<file path="src/rtl/early_db_pkg.sv">
// Shared types and helpers for the early-detection debouncer.
package early_db_pkg;

   typedef enum logic [1:0] {
      ZERO  = 2'd0,
      WAIT1 = 2'd1,
      ONE   = 2'd2,
      WAIT0 = 2'd3
   } db_state_e;

   // Bits needed to hold LOCK_TICKS-1 (at least one bit).
   function automatic int unsigned cnt_width(input int unsigned lock_ticks);
      int unsigned w;
      w = 1;
      while (((32'd1 << w) < lock_ticks) && (w < 32'd31)) begin
         w = w + 32'd1;
      end
      return w;
   endfunction

endpackage

</file>
<file path="src/rtl/early_db_channel.sv">
// One debounce channel: 2-flop synchroniser, edge-first FSM and lockout counter.
module early_db_channel
   import early_db_pkg::*;
#(
   parameter int unsigned LOCK_TICKS = 2_000_000
) (
   input  logic clk,
   input  logic reset,
   input  logic i_in,
   input  logic i_en,
   output logic o_out,
   output logic o_rise_tick,
   output logic o_fall_tick,
   output logic o_busy
);

   localparam int unsigned      CNT_W    = cnt_width(LOCK_TICKS);
   localparam logic [CNT_W-1:0] CNT_LOAD = CNT_W'(LOCK_TICKS - 32'd1);

   logic             r_s1;
   logic             r_s2;
   db_state_e        r_state;
   db_state_e        w_state_nxt;
   logic [CNT_W-1:0] r_cnt;
   logic [CNT_W-1:0] w_cnt_nxt;
   logic             w_rise;
   logic             w_fall;
   logic             w_out_nxt;
   logic             w_busy_nxt;
   logic             r_out;
   logic             r_rise;
   logic             r_fall;
   logic             r_busy;

   // Synchroniser runs regardless of enable.
   always_ff @(posedge clk or posedge reset) begin
      if (reset) begin
         r_s1 <= 1'b0;
         r_s2 <= 1'b0;
      end else begin
         r_s1 <= i_in;
         r_s2 <= r_s1;
      end
   end

   always_ff @(posedge clk or posedge reset) begin
      if (reset) begin
         r_state <= ZERO;
         r_cnt   <= '0;
      end else begin
         r_state <= w_state_nxt;
         r_cnt   <= w_cnt_nxt;
      end
   end

   // Next state; a disabled channel simply keeps its state and count.
   always_comb begin
      w_state_nxt = r_state;
      w_cnt_nxt   = r_cnt;
      w_rise      = 1'b0;
      w_fall      = 1'b0;
      if (i_en) begin
         unique case (r_state)
            ZERO: begin
               if (r_s2) begin
                  w_state_nxt = WAIT1;
                  w_cnt_nxt   = CNT_LOAD;
                  w_rise      = 1'b1;
               end
            end
            WAIT1: begin
               if (r_cnt == '0) begin
                  w_state_nxt = ONE;
               end else begin
                  w_cnt_nxt = r_cnt - CNT_W'(1);
               end
            end
            ONE: begin
               if (!r_s2) begin
                  w_state_nxt = WAIT0;
                  w_cnt_nxt   = CNT_LOAD;
                  w_fall      = 1'b1;
               end
            end
            WAIT0: begin
               if (r_cnt == '0) begin
                  w_state_nxt = ZERO;
               end else begin
                  w_cnt_nxt = r_cnt - CNT_W'(1);
               end
            end
            default: begin
               w_state_nxt = ZERO;
               w_cnt_nxt   = '0;
            end
         endcase
      end
   end

   assign w_out_nxt  = (w_state_nxt == WAIT1) || (w_state_nxt == ONE);
   assign w_busy_nxt = (w_state_nxt == WAIT1) || (w_state_nxt == WAIT0);

   // Outputs registered from the next state so they change with it.
   always_ff @(posedge clk or posedge reset) begin
      if (reset) begin
         r_out  <= 1'b0;
         r_rise <= 1'b0;
         r_fall <= 1'b0;
         r_busy <= 1'b0;
      end else begin
         r_out  <= w_out_nxt;
         r_rise <= w_rise;
         r_fall <= w_fall;
         r_busy <= w_busy_nxt;
      end
   end

   assign o_out       = r_out;
   assign o_rise_tick = r_rise;
   assign o_fall_tick = r_fall;
   assign o_busy      = r_busy;

endmodule

</file>
<file path="src/rtl/multi_early_debounce.sv">
// N_CH independent early-detection debounce channels.
module multi_early_debounce #(
   parameter int unsigned N_CH       = 4,
   parameter int unsigned LOCK_TICKS = 2_000_000
) (
   input  logic            clk,
   input  logic            reset,
   input  logic [N_CH-1:0] in,
   input  logic [N_CH-1:0] en,
   output logic [N_CH-1:0] out,
   output logic [N_CH-1:0] rise_tick,
   output logic [N_CH-1:0] fall_tick,
   output logic [N_CH-1:0] busy
);

   for (genvar g = 0; g < int'(N_CH); g++) begin : g_ch
      early_db_channel #(
         .LOCK_TICKS(LOCK_TICKS)
      ) u_ch (
         .clk         (clk),
         .reset       (reset),
         .i_in        (in[g]),
         .i_en        (en[g]),
         .o_out       (out[g]),
         .o_rise_tick (rise_tick[g]),
         .o_fall_tick (fall_tick[g]),
         .o_busy      (busy[g])
      );
   end

endmodule

</file>
<file path="config.mk">
export PLATFORM = sky130hd
export DESIGN_NAME = multi_early_debounce
export DESIGN_NICKNAME = d
export VERILOG_FILES = /design/src/rtl/early_db_pkg.sv /design/src/rtl/early_db_channel.sv /design/src/rtl/multi_early_debounce.sv
export SDC_FILE = /design/constraint.sdc
export NUM_CORES = 1
export LEC_CHECK = 0
export BUFFER_PORTS_ARGS = -buffer_cell sky130_fd_sc_hd__buf_2
export CORE_AREA = 3 3 131 184
export CTS_CLUSTER_SIZE = 28
export DETAILED_ROUTE_END_ITERATION = 7
export DIE_AREA = 0 0 134 187
export HOLD_SLACK_MARGIN = 0.05
export PLACE_DENSITY = 0.41
export SLEW_MARGIN = 20
export SYNTH_ARGS = -nofsm -noshare
export SYNTH_HDL_FRONTEND = slang
export SYNTH_HIERARCHICAL = 1
export SYNTH_SLANG_ARGS = --single-unit
export TNS_END_PERCENT = 5
</file>
<file path="constraint.sdc">
create_clock -name clk -period 2.98 [get_ports clk]
set_input_delay 0.596 -clock clk [delete_from_list [all_inputs] [get_ports clk]]
set_output_delay 0.596 -clock clk [all_outputs]
set_load 0.05 [all_outputs]
</file>
==> results of run 1 <==
==> layout make-up <==
cell class	instances	area, um^2	area share, %
Sequential cell	112	2803	37.69
Tap cell	301	376.6	5.064
Clock inverter	7	63.81	0.8580
Multi-Input combinational cell	489	3517	47.29
Timing Repair Buffer	49	305.3	4.105
Inverter	39	146.4	1.968
Clock buffer	9	225.2	3.028
==> registers in the layout (all words and copies together), names as in the netlist, named ones only <==
register	count
g_ch.u_ch/r_state	4
g_ch.u_ch/o_fall_tick	4
g_ch.u_ch/r_cnt	84
g_ch.u_ch/r_s1	4
g_ch.u_ch/o_out	4
g_ch.u_ch/r_s2	4
g_ch.u_ch/o_rise_tick	4
==> cell usage in the layout (no fill, tap or decap), drive strengths merged, types with 4 or more instances in the layout <==
cell,instances
nand3b,4
dfrtp,112
inv,42
a21oi,30
nor3,21
buf,49
ha,8
a211oi,27
or2,5
nor2b,10
nor4,27
o41ai,7
or4,7
o21ai,27
o21a,7
nand3,31
nor3b,4
nand2,40
clkinv,4
a211o,12
o311a,4
and4,16
and3,19
nor2,30
a31oi,6
nand4,24
o31ai,12
xor2,6
a2bb2oi,15
o31a,5
clkbuf,9
and2,10
a22o,4
nand4b,5
nand2b,12
==> where the power goes <==
part	switching [W]	internal, W
Clock	0.000633	0.000587
Sequential	0.000596	0.00189
Combinational	0.000961	0.000753
==> metal layers <==
layer	global-route usage, %	up-vias	share of wire [%]
met2	24.58	83	51
met1	18.26	2739	45
met3	2.207	16	2.7
met5	0	-	0
met4	4.473	0	1.5
li1	-	2654	-
==> tightest hold or removal path, delay by kind of cell <==
family	cells	cell delay, ps
buf+inv	3	520
==> how the worst max path moves through the flow <==
| stage | from | endpoint | depth (start not counted) |
|---|---|---|---|
| after floorplan | g_ch[3].u_ch/r_state[0] | g_ch[3].u_ch/r_cnt[10] | 6 |
| after global placement | g_ch[3].u_ch/r_cnt[7] | g_ch[3].u_ch/r_cnt[20] | 5 |
| after detailed placement | g_ch[3].u_ch/r_cnt[7] | g_ch[3].u_ch/r_cnt[19] | 5 |
| after CTS | g_ch[3].u_ch/r_cnt[7] | g_ch[3].u_ch/r_cnt[19] | 5 |
| after global routing | g_ch[3].u_ch/r_cnt[9] | g_ch[3].u_ch/r_cnt[17] | 5 |
| final | g_ch[3].u_ch/r_cnt[0] | g_ch[3].u_ch/r_cnt[18] | 7 |
==> kinds of logic (layout without fill, tap and decap cells) <==
logic type	Yosys count	in the layout	share of synthesized area, %
flip-flops	112	112	41.64
AND/OR/NAND/NOR	271	271	26.29
XOR/XNOR	9	9	1.171
adder cells (fa/ha/maj)	8	8	1.487
buffers and inverters	78	104	6.098
multiplexers	4	4	0.8180
AO/OA/AOI/OAI	197	197	22.50
==> per-stage QoR <==
step                util (%)  hold WS, ps  instances  instance area, um^2  setup slack, ps
finish                 33.01        340.4       1006                 7437            744.3
floorplan                  -        331.2        679                 6730            858.7
global route           33.01        319.5       1006                 7437            614.0
global placement       31.73        343.9        990                 7148            774.9
detailed placement     31.73        337.3        990                 7148            780.1
CTS                    33.01        316.9       1006                 7437            761.1
==> impl_metrics.json, run 1 <==
{
  "slew_headroom_pct": 55.34,
  "power.total_w": 0.005425,
  "final_nets": 718,
  "routed_wl_um": 17260,
  "status": "finished clean",
  "synth.most_common_cell": "dfrtp_1",
  "leakagePower_nw": 2.906,
  "regToRegEndpoint": "g_ch[3].u_ch/r_cnt[18]",
  "cts_resized": 0,
  "ys_ff_latch": 112,
  "cts_max_level": 3,
  "antenna_found_initial": 0,
  "cp_top_family": "simple AND/OR/NAND/NOR gates",
  "syn_to_final_growth_pct": 10.50,
  "io_pins": 26,
  "report.final.slew_viol_count": 0,
  "worst_hold_path_type": "in2async",
  "fin_skew_ps": 6.934,
  "diodes": 0,
  "finalCritPeriodShare_pct": 75.02,
  "die_h_um": 187,
  "setup_viol": 0,
  "antenna_left": 0,
  "gp_congestion": 0.8150,
  "maxCapViolations": 0,
  "required_ps": 3220,
  "tns_ps": 0,
  "max_stage_delay_ps": 600,
  "yosys_warnings": 6,
  "synth_common_cells": "dfrtp_1 (112), nand2_1 (40), inv_1 (39)",
  "r2r_slack_ps": 740,
  "worst-path-buf-inv": 1,
  "syn_area_um2": 6730,
  "die_w_um": 134,
  "crit_type": "reg2reg",
  "remaining_drc_errors": 0,
  "post-cts-setup-buffer-count": 0,
  "cts_root_buf": "clkbuf_16",
  "fmax_ghz": 0.4473,
  "overflow": 0,
  "grt_use_total_pct": 14.26,
  "grt_pass1_wl_um": 29330,
  "power_density_nw_per_um2": 729.4,
  "grt_pass1_vias": 5547,
  "vdd_drop_max_uv": 297.3,
  "avgSynthCellArea_um2": 9.912,
  "fillers": 2300,
  "first_pass_iters": 4,
  "cts_buffer_depth": 2,
  "synth_ff_type": "dfrtp_1",
  "finalHoldViolCount": 0,
  "path_cells": "inv_1 > ha_1 > or4b_2 > nor4_1 > o2111ai_1 > xor2_1 > nand2_1",
  "yosysSeqAreaShare_pct": 41.64,
  "cp_slowest_cell": "or4b_2",
  "path_max_fanout": 5,
  "vias": 5492,
  "wl_per_cell_um": 17.15,
  "finalCriticalPeriod_ps": 2236,
  "clock-sinks": 112,
  "cts_tree": "yes",
  "reg2reg_depth": 7,
  "die_area_um2": 25060,
  "grt_max_degree": 29,
  "synthesis.nets": 697,
  "syn_inst": 679,
  "async_flop_share_pct": 100.0,
  "dp_hpwl_um": 11700,
  "yosysUniqueCellTypes": 69,
  "end_kind": "flip-flop",
  "rsz0062_at_grt": "false",
  "startpoint_type": "flip-flop",
  "row_count": 65,
  "coreArea_um2": 22530,
  "port_buffers": 25,
  "detail_route.vias_per_cell": 5.459,
  "ctsHoldBuffers": 0,
  "cts_buffers": 9,
  "synth_top_area_share_pct": 41.64,
  "clk_pin_slew_worst_paths_ps": 80,
  "initial_core_util_pct": 29.88,
  "synth-edff-count": 0,
  "synth_area_leader_cell": "dfrtp_1",
  "drt_iter0_drc": 514,
  "clk_latency_ps": 360,
  "ys_top_cells_by_area": "dfrtp_1 (42%), nor4_4 (3.2%), a211oi_1 (3.0%), nand2_1 (2.2%), nand4_1 (2.2%)",
  "reg2reg_from": "g_ch[3].u_ch/r_cnt[0]",
  "worst_pin_slew_ps": 663.8,
  "arrival_ps": 2470,
  "drive_gt1_share_pct": 14.89
}
No activity file was read; power rests on OpenSTA's default activity.
==> run 2: changes to the inputs <==
PLACE_DENSITY = 0.43   (was 0.41)
clock period = 1.9 ns   (was 2.98 ns; I/O delays follow)
==> run 2 against run 1 <==
The run now ends with setup timing left. Power increased by 70%. Via count increased by 6.9%. Clock power increased by 55%. Count of clock-buffer cells in the layout increased by 2. Hold slack got worse by 230 ps. Critical path depth decreased by 1. Global-route usage increased by 0.51 points. Setup slack got worse by 900 ps. Largest cell class unchanged. Highest routed layer unchanged.
==> impl_metrics.json, run 2 (synthesized netlist as in run 1, its figures left out) <==
{
  "status": "finished with violations",
  "violations": "setup timing",
  "fin_skew_ps": 11.20,
  "arrival_ps": 2290,
  "fillers": 2249,
  "report.final.slew_viol_count": 0,
  "final_cell_mix": "dfrtp_1 (110), buf_4 (100), nand2_1 (40)",
  "fmax_ghz": 0.4861,
  "clock-sinks": 112,
  "finalCritPeriodShare_pct": 108.3,
  "mostFrequentLayoutCell": "dfrtp_1",
  "drive_gt1_share_pct": 27.22,
  "drt_iter0_drc": 272,
  "syn_to_final_growth_pct": 23.52,
  "path_max_fanout": 5,
  "io_pins": 26,
  "finalHoldViolCount": 0,
  "rsz0062_at_grt": "true",
  "setup_viol": 16,
  "clk_latency_ps": 350,
  "cts_root_buf": "clkbuf_16",
  "startpoint_type": "flip-flop",
  "seqCellArea_um2": 2805,
  "cp_slowest_cell": "or4_4",
  "regMostFlops": "g_ch.u_ch/r_cnt",
  "vias": 5870,
  "grt_pass1_wl_um": 30610,
  "tns_ps": -1669,
  "port_buffers": 25,
  "cts_buffers": 9,
  "max_stage_delay_ps": 550,
  "die_w_um": 134,
  "cts_buffer_depth": 2,
  "clk_pin_slew_worst_paths_ps": 80,
  "end_kind": "flip-flop",
  "leakagePower_nw": 3.369,
  "maxCapViolations": 0,
  "grt_max_degree": 29,
  "fin_ws_ps": -157.2,
  "crit_type": "reg2reg",
  "coreArea_um2": 22530,
  "cts_tree": "yes",
  "reg2reg_depth": 6,
  "required_ps": 2140,
  "antenna_left": 0,
  "multi_input_area_um2": 3699,
  "wl_per_cell_um": 16.77,
  "post_dp_cell_area_um2": 7767,
  "final_nets": 803,
  "worst_hold_path_type": "in2async",
  "die_h_um": 187,
  "antenna_found_initial": 0,
  "die_area_um2": 25060,
  "reg2reg_from": "g_ch[3].u_ch/r_cnt[9]",
  "ctsHoldBuffers": 0,
  "startpoint": "g_ch[3].u_ch/r_cnt[9]",
  "diodes": 0,
  "detail_route.vias_per_cell": 5.380,
  "power_density_nw_per_um2": 1110,
  "largest_reg_flops": 84,
  "grt_pass1_vias": 6147,
  "finalInstanceArea_um2": 8313,
  "worst_pin_slew_ps": 570.7,
  "remaining_drc_errors": 0,
  "finalCriticalPeriod_ps": 2057,
  "cts_max_level": 3,
  "slew_headroom_pct": 61.91,
  "initial_core_util_pct": 29.88,
  "dp_hpwl_um": 12780,
  "routed_wl_um": 18290,
  "path_cells": "or4_4 > nand4bb_4 > buf_6 > o21ai_2 > nor4_1 > or3_1",
  "grt_use_total_pct": 14.77,
  "gp_congestion": 0.8443,
  "overflow": 0,
  "first_pass_iters": 5,
  "vdd_drop_max_uv": 428.0,
  "row_count": 65
}
[run 2: stage by stage]
stage	instances	hold WS [ps]	util [%]	total power (W)	worst slack [ps]
detailed placement	1069	336.3	34.48	0.007152	-193.2
CTS	1089	105.5	36.11	0.009199	-162.8
floorplan	679	331.2	-	0.005895	-161.9
global placement	1069	332.6	34.48	0.007053	-197.9
finish	1091	114.1	36.90	0.009230	-157.2
global route	1091	103.3	36.90	0.009918	-234.8
[run 2: final timing paths]
check | slack (ps) | to
max | -160 | g_ch[3].u_ch/r_cnt[10]
min | 110 | g_ch[3].u_ch/r_s1
max reg2reg | -160 | g_ch[3].u_ch/r_cnt[10]
min reg2reg | 360 | g_ch[1].u_ch/r_s2
max in group asynchronous | 1220 | g_ch[3].u_ch/r_cnt[14]
min in group clk | 130 | g_ch[1].u_ch/r_s1
[run 2: where the power goes]
part	switching [W]	total [W]	leakage, nW	internal [W]
Combinational	0.00188	0.00357	1.92	0.00170
Sequential	0.000793	0.00377	1.31	0.00298
Clock	0.000917	0.00189	0.142	0.000971
[run 2: area by class of cell]
cell class / instances / share of cell area [%]
clock buffers: 11 / 3.040
clock inverters: 5 / 0.4666
inverters: 39 / 1.761
multi-input cells: 489 / 44.49
flip-flops and latches: 112 / 33.74
well taps: 301 / 4.530
repair buffers: 134 / 11.97
[run 2: what timing repair did]
item | 4_1_cts | 5_1_grt
pin swaps | 7 | 12
setup buffers | 4 | 2
endpoints found under the setup margin | 24 | 49
gates resized for setup | 11 | 33
gates cloned | 0 | 0
[run 2: metal layers]
metal / wire length (um) / up-vias / track usage, %
li1: - / 2810 / -
met1: 7840 / 2917 / 17.87
met2: 9496 / 113 / 26.29
met3: 535 / 30 / 2.234
met4: 422 / 0 / 5.463
met5: 0 / - / 0
[run 2: worst max-delay path, delay by kind of cell (launching register included)]
| kind | cells | cell delay (ps) |
|---|---|---|
| AND/OR/NAND/NOR | 4 | 1230 |
| AO/OA/AOI/OAI | 1 | 150 |
| buffers and inverters | 1 | 160 |
| flip-flops | 1 | 410 |
==> run 3: changes to the inputs <==
CORE_AREA = 2 2 130 183   (was 3 3 131 184)
DIE_AREA = 0 0 132 185   (was 0 0 134 187)
PLACE_DENSITY = 0.41   (was 0.43)
clock period = 2.5 ns   (was 1.9 ns; I/O delays follow)
==> run 3 against run 2 <==
The run now ends clean. Via count decreased by 6.1%. Clock skew decreased by 3.4 ps. Clock power decreased by 19%. Core utilization decreased by 3.8 points. Sequential share of layout area increased by 3.3 points. Non-clock buffer count decreased by 71. Power decreased by 29%. Combinational power decreased by 41%. Cell area decreased by 9.0%. Setup slack improved by 450 ps. Largest cell class unchanged. Highest routed layer unchanged.
==> impl_metrics.json, run 3 (synthesized netlist as in run 1, its figures left out) <==
{
  "status": "finished clean",
  "max_stage_delay_ps": 570,
  "gp_congestion": 0.8154,
  "regMostFlops": "g_ch.u_ch/r_cnt",
  "worst_hold_path_type": "in2async",
  "antenna_left": 0,
  "maxCapViolations": 0,
  "initial_core_util_pct": 29.42,
  "clk_pin_slew_worst_paths_ps": 80,
  "cts_max_level": 3,
  "report.final.slew_viol_count": 0,
  "first_pass_iters": 4,
  "remaining_drc_errors": 0,
  "required_ps": 2800,
  "cp_top_family": "simple AND/OR/NAND/NOR gates",
  "port_buffers": 25,
  "cts_resized": 0,
  "grt_max_degree": 29,
  "path_max_fanout": 5,
  "path_depth": 5,
  "worst-path-buf-inv": 0,
  "die_w_um": 132,
  "cts_buffer_depth": 2,
  "finalHoldViolCount": 0,
  "finalCriticalPeriod_ps": 2204,
  "diodes": 0,
  "vdd_drop_max_uv": 347.8,
  "detail_route.vias_per_cell": 5.378,
  "setup_viol": 0,
  "dp_hpwl_um": 11930,
  "die_area_um2": 24420,
  "fillers": 2336,
  "reg2reg_depth": 5,
  "coreArea_um2": 22870,
  "grt_pass1_wl_um": 29080,
  "syn_to_final_growth_pct": 12.40,
  "fin_skew_ps": 7.767,
  "rsz0062_at_grt": "false",
  "crit_type": "reg2reg",
  "utilization_pct": 33.07,
  "drive_gt1_share_pct": 16.55,
  "post-cts-setup-buffer-count": 0,
  "hold_slack_ps": 232.2,
  "cts_buffers": 9,
  "power_density_nw_per_um2": 869.4,
  "cts_tree": "yes",
  "cts_root_buf": "clkbuf_16",
  "finalCritPeriodShare_pct": 88.17,
  "vias": 5512,
  "overflow": 0,
  "clk_latency_ps": 370,
  "worst_pin_slew_ps": 623.9,
  "leakagePower_nw": 2.984,
  "startpoint_type": "flip-flop",
  "mostFrequentLayoutCell": "dfrtp_1",
  "routed_wl_um": 17330,
  "cp_slowest_cell": "or4_4",
  "io_pins": 26,
  "die_h_um": 185,
  "clock-sinks": 112,
  "end_kind": "flip-flop",
  "final_cell_mix": "dfrtp_1 (112), nand2_1 (40), inv_1 (39)",
  "grt_use_total_pct": 14.90,
  "reg2reg_from": "g_ch[3].u_ch/r_cnt[9]",
  "final_nets": 732,
  "row_count": 66,
  "arrival_ps": 2500,
  "r2r_slack_ps": 300,
  "fmax_ghz": 0.4537,
  "ctsHoldBuffers": 0,
  "wl_per_cell_um": 16.90,
  "regToRegEndpoint": "g_ch[3].u_ch/r_cnt[17]",
  "grt_pass1_vias": 5582,
  "drt_iter0_drc": 435,
  "antenna_found_initial": 0,
  "tns_ps": 0,
  "largest_reg_flops": 84,
  "path_cells": "or4_4 > nor4_4 > o2111ai_1 > or3_1 > nand3_1",
  "slew_headroom_pct": 58.09
}
run 3: cell type report:
class	count	area, um^2	area share (%)
clock inverters	7	80.08	1.059
flip-flops and latches	112	2803	37.05
well taps	306	382.9	5.061
multi-input cells	489	3517	46.49
repair buffers	63	410.4	5.425
inverters	39	146.4	1.935
clock buffers	9	225.2	2.977
run 3: tightest hold or removal path, cell delays in order:
cell   delay (ps)
buf_2         130
inv_1          50
buf_4         340
run 3: per-stage QoR:
stage	setup slack, ps	instances	total power (W)	cell area, um^2
final	295.9	1025	0.006577	7565
after global routing	98.08	1025	0.007055	7565
after CTS	293.2	1025	0.006662	7565
after detailed placement	309.4	1009	0.005077	7259
after floorplan	378.7	679	0.004480	6730
after global placement	326.7	1009	0.005020	7259
run 3: worst max path at each step:
stage	endpoint	from
after floorplan	g_ch[3].u_ch/r_cnt[10]	g_ch[3].u_ch/r_state[0]
after global placement	g_ch[3].u_ch/r_cnt[17]	g_ch[3].u_ch/r_cnt[9]
after detailed placement	g_ch[3].u_ch/r_cnt[17]	g_ch[3].u_ch/r_cnt[9]
after CTS	g_ch[3].u_ch/r_cnt[17]	g_ch[3].u_ch/r_cnt[9]
after global routing	g_ch[3].u_ch/r_cnt[18]	g_ch[3].u_ch/r_cnt[0]
final	g_ch[3].u_ch/r_cnt[17]	g_ch[3].u_ch/r_cnt[9]
run 3: power by group:
group          internal [W]  leakage [nW]  switching [W]
registers           0.00226          1.31       0.000686
clock network      0.000792         0.148       0.000746
logic              0.000923          1.53        0.00117
total               0.00397          2.98        0.00260
run 3: metal layers:
metal	GRT usage, %	vias to the layer above	part of all wire, %
met4	7.000	0	2.4
met1	18.06	2756	45
met5	0	-	0
met3	1.697	18	1.9
li1	-	2677	-
met2	26.38	61	51
